[src/rtl/cpu_pkg.sv]
// Shared CPU definitions used by the fetch stage.
//   XLEN          : datapath / address width
//   INSTR_BYTES   : size of one instruction word in bytes
//   NOP_INSTR     : word presented on the decode interface while no entry is held
//   fetch_entry_t : one fetch-buffer entry, {pc, instr}
package cpu_pkg;

  localparam int XLEN        = 32;
  localparam int INSTR_BYTES = 4;
  localparam logic [XLEN-1:0] NOP_INSTR = 32'h0000_0000;

  typedef struct packed {
    logic [XLEN-1:0] pc;
    logic [XLEN-1:0] instr;
  } fetch_entry_t;

endpackage

[src/rtl/fetch_fifo.sv]
// Synchronous FIFO of fetch entries sitting between fetch and decode.
//   clk, rst    : rising-edge clock, synchronous active-high reset (empties FIFO)
//   push_i      : write push_data_i at the tail (accepted when not full, or full with pop)
//   push_data_i : entry to write
//   pop_i       : drop the head entry (ignored when empty)
//   flush_i     : discard every entry; overrides push and pop this cycle
//   full_o      : all DEPTH entries occupied
//   empty_o     : no entries held
//   head_o      : head entry, {0, NOP_INSTR} while empty
// Pointers carry one extra wrap bit so full and empty come straight from a
// pointer compare, with no separate occupancy counter.
module fetch_fifo
  import cpu_pkg::*;
#(
  parameter int DEPTH = 2
) (
  input  logic         clk,
  input  logic         rst,
  input  logic         push_i,
  input  fetch_entry_t push_data_i,
  input  logic         pop_i,
  input  logic         flush_i,
  output logic         full_o,
  output logic         empty_o,
  output fetch_entry_t head_o
);

  localparam int AW = $clog2(DEPTH);
  localparam int PW = AW + 1;

  fetch_entry_t  mem_q [DEPTH];
  logic [PW-1:0] wr_ptr_q, wr_ptr_d;
  logic [PW-1:0] rd_ptr_q, rd_ptr_d;
  logic          do_push;
  logic          do_pop;

  assign empty_o = (wr_ptr_q == rd_ptr_q);
  assign full_o  = (wr_ptr_q[AW] != rd_ptr_q[AW]) &&
                   (wr_ptr_q[AW-1:0] == rd_ptr_q[AW-1:0]);

  assign do_pop  = pop_i && !empty_o && !flush_i;
  // A full FIFO still accepts a write when the head leaves in the same cycle.
  assign do_push = push_i && (!full_o || do_pop) && !flush_i;

  always_comb begin
    wr_ptr_d = wr_ptr_q;
    rd_ptr_d = rd_ptr_q;
    if (flush_i) begin
      wr_ptr_d = '0;
      rd_ptr_d = '0;
    end else begin
      if (do_push) wr_ptr_d = wr_ptr_q + PW'(1);
      if (do_pop)  rd_ptr_d = rd_ptr_q + PW'(1);
    end
  end

  always_ff @(posedge clk) begin
    if (rst) begin
      wr_ptr_q <= '0;
      rd_ptr_q <= '0;
    end else begin
      wr_ptr_q <= wr_ptr_d;
      rd_ptr_q <= rd_ptr_d;
    end
  end

  // Storage needs no reset: it is never observed while the FIFO is empty.
  always_ff @(posedge clk) begin
    if (!rst && do_push) mem_q[wr_ptr_q[AW-1:0]] <= push_data_i;
  end

  always_comb begin
    if (empty_o) begin
      head_o.pc    = '0;
      head_o.instr = NOP_INSTR;
    end else begin
      head_o = mem_q[rd_ptr_q[AW-1:0]];
    end
  end

endmodule

[src/rtl/instr_fetch.sv]
// Instruction fetch stage: owns the PC, reads a combinational instruction
// memory and queues {pc, instr} entries for decode.
//   clk, rst       : rising-edge clock, synchronous active-high reset
//   imem_addr      : word-aligned fetch address (= pc)
//   imem_rdata     : instruction word at imem_addr, same cycle
//   redirect_valid : taken branch/jump pulse; flushes the buffer
//   redirect_pc    : redirect target (low two bits ignored)
//   id_ready       : decode accepts the head entry (low = stall)
//   id_valid       : id_instr/id_pc hold a valid entry
//   id_instr/id_pc : head entry of the fetch buffer
// Handshake: an entry transfers on a cycle where id_valid && id_ready at the
// rising edge; id_valid never depends on id_ready, and the entry stays
// stable until it transfers or a redirect/reset discards it.
module instr_fetch
  import cpu_pkg::*;
#(
  parameter logic [31:0] RESET_PC   = 32'h0000_0000,
  parameter int          FIFO_DEPTH = 2
) (
  input  logic        clk,
  input  logic        rst,
  output logic [31:0] imem_addr,
  input  logic [31:0] imem_rdata,
  input  logic        redirect_valid,
  input  logic [31:0] redirect_pc,
  input  logic        id_ready,
  output logic        id_valid,
  output logic [31:0] id_instr,
  output logic [31:0] id_pc
);

  logic [XLEN-1:0] pc_q, pc_d;
  logic            fifo_full;
  logic            fifo_empty;
  logic            pop;
  logic            push_en;
  fetch_entry_t    push_entry;
  fetch_entry_t    head;
  logic [1:0]      unused_redirect_lsbs;

  assign unused_redirect_lsbs = redirect_pc[1:0];

  assign imem_addr = pc_q;
  assign id_valid  = !fifo_empty;
  assign id_instr  = head.instr;
  assign id_pc     = head.pc;

  assign pop     = id_valid && id_ready;
  assign push_en = !redirect_valid && (!fifo_full || pop);

  assign push_entry.pc    = pc_q;
  assign push_entry.instr = imem_rdata;

  always_comb begin
    pc_d = pc_q;
    if (redirect_valid) begin
      pc_d = {redirect_pc[31:2], 2'b00};
    end else if (push_en) begin
      pc_d = pc_q + XLEN'(INSTR_BYTES);  // wraps modulo 2^32
    end
  end

  always_ff @(posedge clk) begin
    if (rst) pc_q <= {RESET_PC[31:2], 2'b00};
    else     pc_q <= pc_d;
  end

  // A redirect still counts as a decode acceptance, but the flush makes the
  // FIFO ignore both push and pop, leaving it empty.
  fetch_fifo #(
    .DEPTH(FIFO_DEPTH)
  ) u_fifo (
    .clk         (clk),
    .rst         (rst),
    .push_i      (push_en),
    .push_data_i (push_entry),
    .pop_i       (pop),
    .flush_i     (redirect_valid),
    .full_o      (fifo_full),
    .empty_o     (fifo_empty),
    .head_o      (head)
  );

endmodule

[config.mk]
export PLATFORM = sky130hd
export DESIGN_NAME = instr_fetch
export DESIGN_NICKNAME = d
export VERILOG_FILES = /design/src/rtl/cpu_pkg.sv /design/src/rtl/fetch_fifo.sv /design/src/rtl/instr_fetch.sv
export SDC_FILE = /design/constraint.sdc
export NUM_CORES = 1
export LEC_CHECK = 0
export CORE_MARGIN = 2
export CORE_UTILIZATION = 51
export DETAILED_ROUTE_END_ITERATION = 12
export PLACE_DENSITY = 0.88
export REMOVE_ABC_BUFFERS = 1
export SETUP_SLACK_MARGIN = 0.5
export SKIP_LAST_GASP = 1
export SLEW_MARGIN = 10
export SYNTH_ARGS = -nofsm -noshare
export SYNTH_HDL_FRONTEND = slang
export SYNTH_HIERARCHICAL = 1
export SYNTH_SLANG_ARGS = --single-unit
[constraint.sdc]
create_clock -name clk -period 9.5 [get_ports clk]
set_input_delay 0.95 -clock clk [delete_from_list [all_inputs] [get_ports clk]]
set_output_delay 0.95 -clock clk [all_outputs]
set_load 0.01 [all_outputs]
# Yosys cells after proc, flatten, opt, wreduce, memory -nomap -nowiden
# Memories as Yosys holds them, arrays and structs flattened. A register that Yosys moved wholly into a read port is not among the register bits.
# Index checks and enable logic that the tools add are counted.
dict set report word_totals {
  regBits 36
  mem_bits_rw 128
  inputBits 68
  output_inout_bits 97
  elab_cells 34
  mem_count 1
}
# name depth word_bits read_ports rd_ports_with_merged_regs write_ports line
set memory_table {}
lappend memory_table {u_fifo.mem_q 2 64 1 1 1 fetch_fifo.sv:31} ;# fetch_entry_t mem_q [DEPTH];
dict set report op_classes {
  addsub 3
  eq_ne 3
  muxes 7
  reduce_logical 16
}
# cell n
set op_table {}
lappend op_table {{$mux W32} 2}
lappend op_table {{$mux W64} 1}
lappend op_table {{$add A32 B3 Y32 const B} 1}
lappend op_table {{$logic_and A1 B1 Y1} 8}
lappend op_table {{$add A2 B1 Y2 const B} 2}
lappend op_table {{$logic_not A1 Y1} 4}
lappend op_table {{$mux W1} 4}
lappend op_table {{$eq A2 B2 Y1} 1}
lappend op_table {{$logic_or A1 B1 Y1} 2}
lappend op_table {{$reduce_bool A2 Y1} 1}
lappend op_table {{$reduce_or A2 Y1} 1}
lappend op_table {{$eq A1 B1 Y1} 1}
lappend op_table {{$ne A1 B1 Y1} 1}

# Logic depth before layout (Yosys ltp)
# Gate-level depths: netlist (run 1).
dict set report depth {
  ltp_word 11
  mapped_depth 10
}

# Cells and area by module
# Netlist (run 1), hierarchy kept.
# mod instances cells_each area_each_um2 seq_area_each_um2
set by_module_without_submodules {}
lappend by_module_without_submodules {fetch_fifo 1 311 5181.2 3943.8}
lappend by_module_without_submodules {instr_fetch 1 260 2072.0 600.6}

# Worst setup path after synthesis (run 1)
# OpenSTA, ideal clock, no wires.
dict set report synth_path {
  path_type {input -> register}
  from {input port redirect_valid}
  to {memory u_fifo/mem_q[0][0] (netlist name), enable pin}
  setup_ns 0.578
  arrival_ns 6.512
  setup_slack_ns 2.410
  cell_stages 5
  cell_sequence {clkbuf_1 clkbuf_1 buf_1 a21oi_1 nor3b_1}
}
dict set report synth_between {
  elab_cells_between_ends 9
  classes_between {mux: 2; reduce/logical: 7}
}
# element line
set synth_lines {}
lappend synth_lines {{start: declaration} instr_fetch.sv:24} ;# input logic redirect_valid,
lappend synth_lines {{$logic_not A1 Y1} instr_fetch.sv:49} ;# assign push_en = !redirect_valid && (!fifo_full || pop);
lappend synth_lines {{$logic_and A1 B1 Y1} instr_fetch.sv:49}
lappend synth_lines {{named net push_en} instr_fetch.sv:36} ;# logic push_en;
lappend synth_lines {{$logic_and A1 B1 Y1 (2 in a row)} fetch_fifo.sv:43} ;# assign do_push = push_i && (!full_o || do_pop) && !flush_i;
lappend synth_lines {{$logic_and A1 B1 Y1} fetch_fifo.sv:69} ;# if (!rst && do_push) mem_q[wr_ptr_q[AW-1:0]] <= push_data_i;
lappend synth_lines {{$mux W1} fetch_fifo.sv:69}
lappend synth_lines {{$mux W1 (implied by the code)} fetch_fifo.sv:69}
lappend synth_lines {{end: declaration} fetch_fifo.sv:31}
# The timed path passes the listed nets, and every way through them passes these cells.

# Final worst setup path (run 1)
dict set report layout_path {
  from {register u_fifo.wr_ptr_q[0]}
  to {output port id_pc[25]}
}
dict set report layout_between {
  elab_chain_cells 2
}
# element line
set layout_lines {}
lappend layout_lines {{start: declaration} fetch_fifo.sv:32} ;# logic [PW-1:0] wr_ptr_q, wr_ptr_d;
lappend layout_lines {{start signal: assignment} fetch_fifo.sv:62} ;# wr_ptr_q <= wr_ptr_d;
lappend layout_lines {{$eq A2 B2 Y1} fetch_fifo.sv:37} ;# assign empty_o = (wr_ptr_q == rd_ptr_q);
lappend layout_lines {{named net fifo_empty} instr_fetch.sv:34} ;# logic fifo_empty;
lappend layout_lines {{$mux W64} fetch_fifo.sv:73} ;# if (empty_o) begin
lappend layout_lines {{end: declaration} instr_fetch.sv:29} ;# output logic [31:0] id_pc
# The timed path passes the listed nets, and every way through them passes these cells.

==> impl_metrics.csv, run 1 <==
group,metric,value,unit
logic_synthesis,ys_types,57,
logic_synthesis,netlist_top_cells_area,"edfxtp_1 53%, dfxtp_1 9.7%, mux2i_1 9.1%",
sta,timing.clock.skew,0.01011,ns
sta,whs,0.5372,ns
logic_synthesis,multiplexer_share_of_the_synthesized_area,9.108,%
logic_synthesis,netlist.area_leader.share,52.99,%
sta,max_slew_vio_count,0,
route,routed-via-count,5297,
finish,post-route-util,68.29,%
logic_synthesis,synth_seq_cells,163,
finish,drive_above_1_share,7.104,%
cts,cts_hold_buffers,0,
sta,post-route-period-util,37.19,%
cts,clkSinkCount,163,
cts,numCtsBuffers,17,
cts,tritoncts,"yes",
sta,tightestPinTransition,1.164,ns
logic_synthesis,share_of_the_synthesized_netlist_area_taken_by_xor_and_xnor_gates,1.070,%
flow_run,maxCapViolations,0,
logic_synthesis,post-synth-top-area-cell,"edfxtp_1",
route,detail_route.wl_per_cell,19.04,µm
floorplanning,coreArea,0.01388,mm²
pwr,leakagePower,3.050,nW
finish,leading_cell_type_in_the_layout_fill_and_taps_excluded,"clkdlybuf4s50_1",
finish,nNetsFinal,789,
sta,timing.final.hold_violations,0,
place,hpwlAfterDp,11130,µm
finish,post_layout_nonfiller_instances,912,
cts,clk_path_buf_depth,2,
cts,insertion_delay,0.41,ns
sta,post-route-min-period,3.533,ns
finish,layout.filler_cells,963,
sta,fmax,283.0,MHz
logic_synthesis,synth_top_family_by_area,"simple AND/OR/NAND/NOR gates",
global_routing,grt_antenna_before_repair,0,
finish,layout_common_cells,"160 x clkdlybuf4s50_1, 128 x edfxtp_1, 86 x nor2_1",
setup_path,crit_required,8.55,ns
setup_path,worstPathMaxFanout,65,
cts,cts.root.buffer_cell,"clkbuf_16",
logic_synthesis,ys.warnings.count,6,
logic_synthesis,avgSynthCellArea,12.70,µm²
finish,multiInputGateArea,0.002420,mm²
run_status,status,"completed",
finish,layout.cell_area.non_filler,0.009479,mm²
setup_path,crit_arrival,2.58,ns
logic_synthesis,synth-edff-count,128,
route,via_per_inst,5.808,
floorplanning,rows,43,
finish,final-seq-area,0.004548,mm²
cts,clkTransAtPathRegs,0.07,ns
route,final_antenna_net_count,0,
logic_synthesis,area_fraction_in_compound_gates_after_synthesis,7.642,%
place,place.gp.congestion,0.8045,
logic_synthesis,postSynth.asyncResetShare,0,%
route,firstDrtPassIters,6,
global_routing,grt_pass1_wl,26050,µm
route,routed_wl,17370,µm
pwr,power.density,173.3,mW/mm²
floorplanning,fp.dieArea,0.01519,mm²
setup_path,worst-setup-path-type,"reg -> out",
route,number_of_remaining_drc_errors,0,
floorplanning,dieHeight,123.3,µm
floorplanning,die_x,123.3,µm
worst_hold_path,path_class_of_the_lowest_slack_min_delay_path,"reg -> reg",
floorplanning,count_of_boundary_i_o_pins,165,
place,place.detailed.instances,881,
logic_synthesis,arithmetic_cell_share_of_the_synthesized_area_counting_full_adders_half_adders_and_majority_gates,0.1725,%
sta,finalSetupTns,0,ns
global_routing,grt_start_max_net_pins,66,
sta,setup_viol_count_final,0,
setup_path,timing.critical_path.from_type,"register",
route,detail_route.iter0.violations,544,
setup_path,end_kind,"primary output",
floorplanning,start_util,52.25,%
place,buffer_ports.inserted,160,
pwr,peakVddDrop,0.1278,mV
finish,area_delta_synth_final,30.69,%
logic_synthesis,post_synth_inst_count,571,
cts,post-cts-setup-buffer-count,0,
place,dpl_cell_area,0.008885,mm²
cts,cts_max_level,4,
sta,rsz_0062_raised_after_global_routing,"false",
logic_synthesis,synth.cell_area,0.007253,mm²
logic_synthesis,ys.flop_type,"edfxtp_1",
finish,n_antenna_cell,0,
sta,slew_headroom,22.38,%
cts,cts_resized,0,
logic_synthesis,synth.yosys.seq_area_share,62.65,%
logic_synthesis,synth_simple_gate_area_share,14.78,%
global_routing,gr-usage-all-layers,22.53,%
global_routing,globalRouteOverflowTotal,0,
global_routing,first_global_vias,5188,
[metrics by stage]
stage          power, mW  setup slack [ns]
2_1_floorplan     0.8823             2.301
4_1_cts            1.654             5.984
3_5_place_dp      0.9785             5.566
6_report           1.643             5.967
3_3_place_gp      0.9714             5.662
5_1_grt            1.698             5.783
[flip-flops by register name, indices dropped and copies added, names as in the netlist, named ones only]
| signal | flops |
|---|---|
| imem_addr | 30 |
| u_fifo/rd_ptr_q | 2 |
| u_fifo/wr_ptr_q | 2 |
| u_fifo/mem_q | 128 |
[synth_stat cells, types with 3 or more instances]
cell type / n
a2111oi_0: 5
a211oi_1: 8
a21o_1: 3
a21oi_1: 13
a311oi_1: 16
a31oi_1: 4
and3_1: 4
and4_1: 7
buf_1: 3
buf_2: 16
buf_4: 4
buf_6: 6
clkbuf_1: 7
clkbuf_8: 4
dfxtp_1: 35
edfxtp_1: 128
inv_1: 11
mux2i_1: 66
nand2_1: 19
nand2b_1: 5
nand3_1: 17
nand4_1: 13
nor2_1: 88
nor2b_1: 5
nor3_1: 7
nor3b_1: 5
nor4bb_1: 4
o21ai_0: 6
o31ai_1: 12
or4_1: 10
xnor2_1: 6
[where the power goes]
part	switching [mW]	internal (mW)	total [mW]
registers	0.0244	0.793	0.817
logic	0.0685	0.0796	0.148
clock network	0.284	0.394	0.678
total	0.377	1.27	1.64
[metal layers]
metal	share of wire (%)	track usage, %
met1	38	26.16
met3	8.1	5.858
met5	0	0
met4	1.3	7.528
met2	52	40.35
[worst max-delay path: stages, from the launching register on]
cell and delay (ns):
dfxtp_1 0.55, xor2_2 0.19, nor2_4 0.15, buf_4 0.58
nor2_1 0.13, clkdlybuf4s50_1 0.53
[path summary, 6_finish.rpt]
| check | from | to | slack [ns] | cells after the start |
|---|---|---|---|---|
| min reg2reg | imem_addr[31] | u_fifo/mem_q[0][63] | 0.54 | 0 |
| min | imem_addr[31] | u_fifo/mem_q[0][63] | 0.54 | 0 |
| max | u_fifo/wr_ptr_q[0] | id_pc[25] | 5.97 | 5 |
| max reg2reg | u_fifo/wr_ptr_q[0] | u_fifo/mem_q[0][50] | 6.05 | 7 |
[cell type report]
| cell class | count | area share (%) |
|---|---|---|
| sequential | 163 | 47.98 |
| tap | 180 | 2.376 |
| timing repair buffer | 166 | 17.37 |
| inverter | 12 | 0.4752 |
| multi-input combinational | 360 | 25.53 |
| clock inverter | 14 | 1.782 |
| clock buffer | 17 | 4.488 |
[cell families (layout without fill, tap and decap cells)]
group / after synthesis / in the layout
adders and majority gates: 1 / 1
other: 1 / 6
muxes: 66 / 66
AOI/OAI and AO/OA: 76 / 76
DFF: 163 / 163
and+or+nand+nor: 203 / 203
xor gates and xnor gates: 8 / 8
buffers and inverters: 53 / 209
(Power assumes the default switching activity.)
==> run 2, diff against run 1 <==
clock period = 3.5 ns   (was 9.5 ns; I/O delays follow)
==> impl_metrics.csv, run 2 (same netlist as run 1, synthesis figures left out) <==
group,metric,value,unit
pwr,power.density,482.9,mW/mm²
cts,cts_max_level,4,
sta,timing.final.hold_violations,0,
sta,rsz_0062_raised_after_global_routing,"false",
setup_path,cell_class_contributing_the_biggest_share_of_worst_path_delay,"simple AND/OR/NAND/NOR gates",
setup_path,crit_arrival,2.91,ns
sta,worst_slack,0.6705,ns
floorplanning,dieHeight,123.3,µm
sta,timing.clock.skew,0.01143,ns
cts,tritoncts,"yes",
cts,clk_path_buf_depth,2,
run_status,status,"completed",
setup_path,timing.critical_path.cells,"xor2_2 -> nor2_1 -> a21oi_1 -> nand2_2 -> nor2_4 -> buf_12",
floorplanning,start_util,52.25,%
setup_path,end_kind,"register",
cts,cts_hold_buffers,0,
pwr,share_comb_of_total_power,8.8,%
global_routing,grt_pass1_wl,26110,µm
global_routing,grt_antenna_before_repair,0,
global_routing,grt_start_max_net_pins,66,
global_routing,gr-usage-all-layers,22.46,%
finish,area_delta_synth_final,32.15,%
worst_hold_path,hold_path.startpoint,"redirect_pc[2]",
floorplanning,count_of_boundary_i_o_pins,165,
cts,clkTransAtPathRegs,0.07,ns
route,final_antenna_net_count,0,
setup_path,cp-startpoint,"u_fifo/wr_ptr_q[0]",
place,place.detailed.instances,883,
setup_path,critical-path-slowest-cell,"dfxtp_1",
setup_path,critical_path_buffers_and_inverters,1,
finish,multiInputGateArea,0.002420,mm²
sta,post-route-min-period,2.830,ns
sta,whs,0.5064,ns
flow_run,maxCapViolations,0,
place,hpwlAfterDp,11050,µm
finish,layout.filler_cells,900,
finish,final-seq-area,0.004548,mm²
finish,leading_cell_type_in_the_layout_fill_and_taps_excluded,"clkdlybuf4s50_1",
pwr,leakagePower,3.094,nW
setup_path,worst-setup-path-type,"reg -> reg",
pwr,power_report.internal_total,3.594,mW
setup_path,reg2reg_from,"u_fifo/wr_ptr_q[0]",
worst_hold_path,path_class_of_the_lowest_slack_min_delay_path,"in -> reg",
finish,layout_common_cells,"160 x clkdlybuf4s50_1, 128 x edfxtp_1, 86 x nor2_1",
route,detail_route.wl_per_cell,18.64,µm
finish,n_antenna_cell,0,
route,number_of_remaining_drc_errors,0,
finish,largest_register_ff_count,128,
cts,clkSinkCount,163,
finish,post-route-util,69.06,%
finish,post_layout_nonfiller_instances,915,
place,place_worst_setup_slack,0.7397,ns
floorplanning,die_x,123.3,µm
sta,max_slew_vio_count,0,
route,via_per_inst,5.801,
place,buffer_ports.inserted,160,
pwr,finalPower,4.629,mW
route,routed-via-count,5308,
global_routing,globalRouteOverflowTotal,0,
global_routing,first_global_vias,5034,
finish,drive_above_1_share,7.347,%
finish,nNetsFinal,791,
setup_path,slowest_delay,0.52,ns
pwr,peakVddDrop,0.3748,mV
sta,post-route-period-util,80.84,%
floorplanning,rows,43,
route,firstDrtPassIters,5,
setup_path,timing.critical_path.from_type,"register",
route,detail_route.iter0.violations,514,
pwr,share_of_total_power_in_sequential_cells,47.9,%
pwr,clock_share_of_power,43.4,%
setup_path,crit_required,3.58,ns
place,place.gp.congestion,0.8595,
sta,slew_headroom,35.56,%
floorplanning,fp.dieArea,0.01519,mm²
cts,cts.root.buffer_cell,"clkbuf_16",
sta,fmax,353.4,MHz
cts,numCtsBuffers,17,
pwr,total_switching_power,1.035,mW
floorplanning,coreArea,0.01388,mm²
pwr,power.share.switching,22.36,%
sta,tightestPinTransition,0.9631,ns
route,routed_wl,17060,µm
sta,setup_viol_count_final,0,
setup_path,worstPathMaxFanout,49,
cts,insertion_delay,0.42,ns
==> run 2: cell types whose count changed in the layout (fill, tap and decap cells not counted), sizes merged <==
cell,change
inv,+2
buf,+2
clkbuf,+1
bufinv,+2
clkinv,-4
==> run 2: path summary, 6_finish.rpt <==
path                    endpoint  slack, ns  cells after the start
min                 imem_addr[2]       0.51                      3
min reg2reg  u_fifo/mem_q[1][63]       0.53                      0
max reg2reg  u_fifo/mem_q[1][57]       0.67                      6
max          u_fifo/mem_q[1][57]       0.67                      6
==> run 2: layer usage <==
metal	wire length, µm	global-route usage, %	vias to the layer above
li1	-	-	2467
met1	6913	27.54	2597
met4	226	6.818	0
met3	1408	6.089	19
met5	0	0	-
met2	8507	38.77	225
==> run 2: timing repair <==
item,in CTS,in global routing
resized for setup,0,1
setup buffers,0,0
setup endpoints to repair,0,48
endpoints found under the hold margin,0,0
==> run 2: tightest hold or removal path: cells and delay by family <==
kind            cells  cell delay [ns]
buf+inv             1             0.41
simple gates        1             0.07
compound gates      1             0.05
==> run 2: cell type report <==
cell class	count	area share [%]
multi-input combinational	360	25.24
timing repair buffer	168	17.77
clock inverter	14	2.245
tap	180	2.350
sequential	163	47.45
inverter	12	0.4699
clock buffer	18	4.477
==> run 2: per-stage QoR <==
step / TNS [ns] / area [µm²]
after CTS: 0 / 9582
after global placement: 0 / 8937
after detailed placement: 0 / 8937
after global routing: 0 / 9585
final: 0 / 9585
after floorplan: -355.04 / 6989
==> run 2: power by group through the flow <==
stage	Sequential, mW	Combinational, mW	Clock [mW]
2_1_floorplan	2.25	0.141	0
3_3_place_gp	2.25	0.392	0
3_5_place_dp	2.26	0.403	0
4_1_cts	2.21	0.407	2.03
5_1_grt	2.22	0.436	2.11
6_report	2.22	0.406	2.01
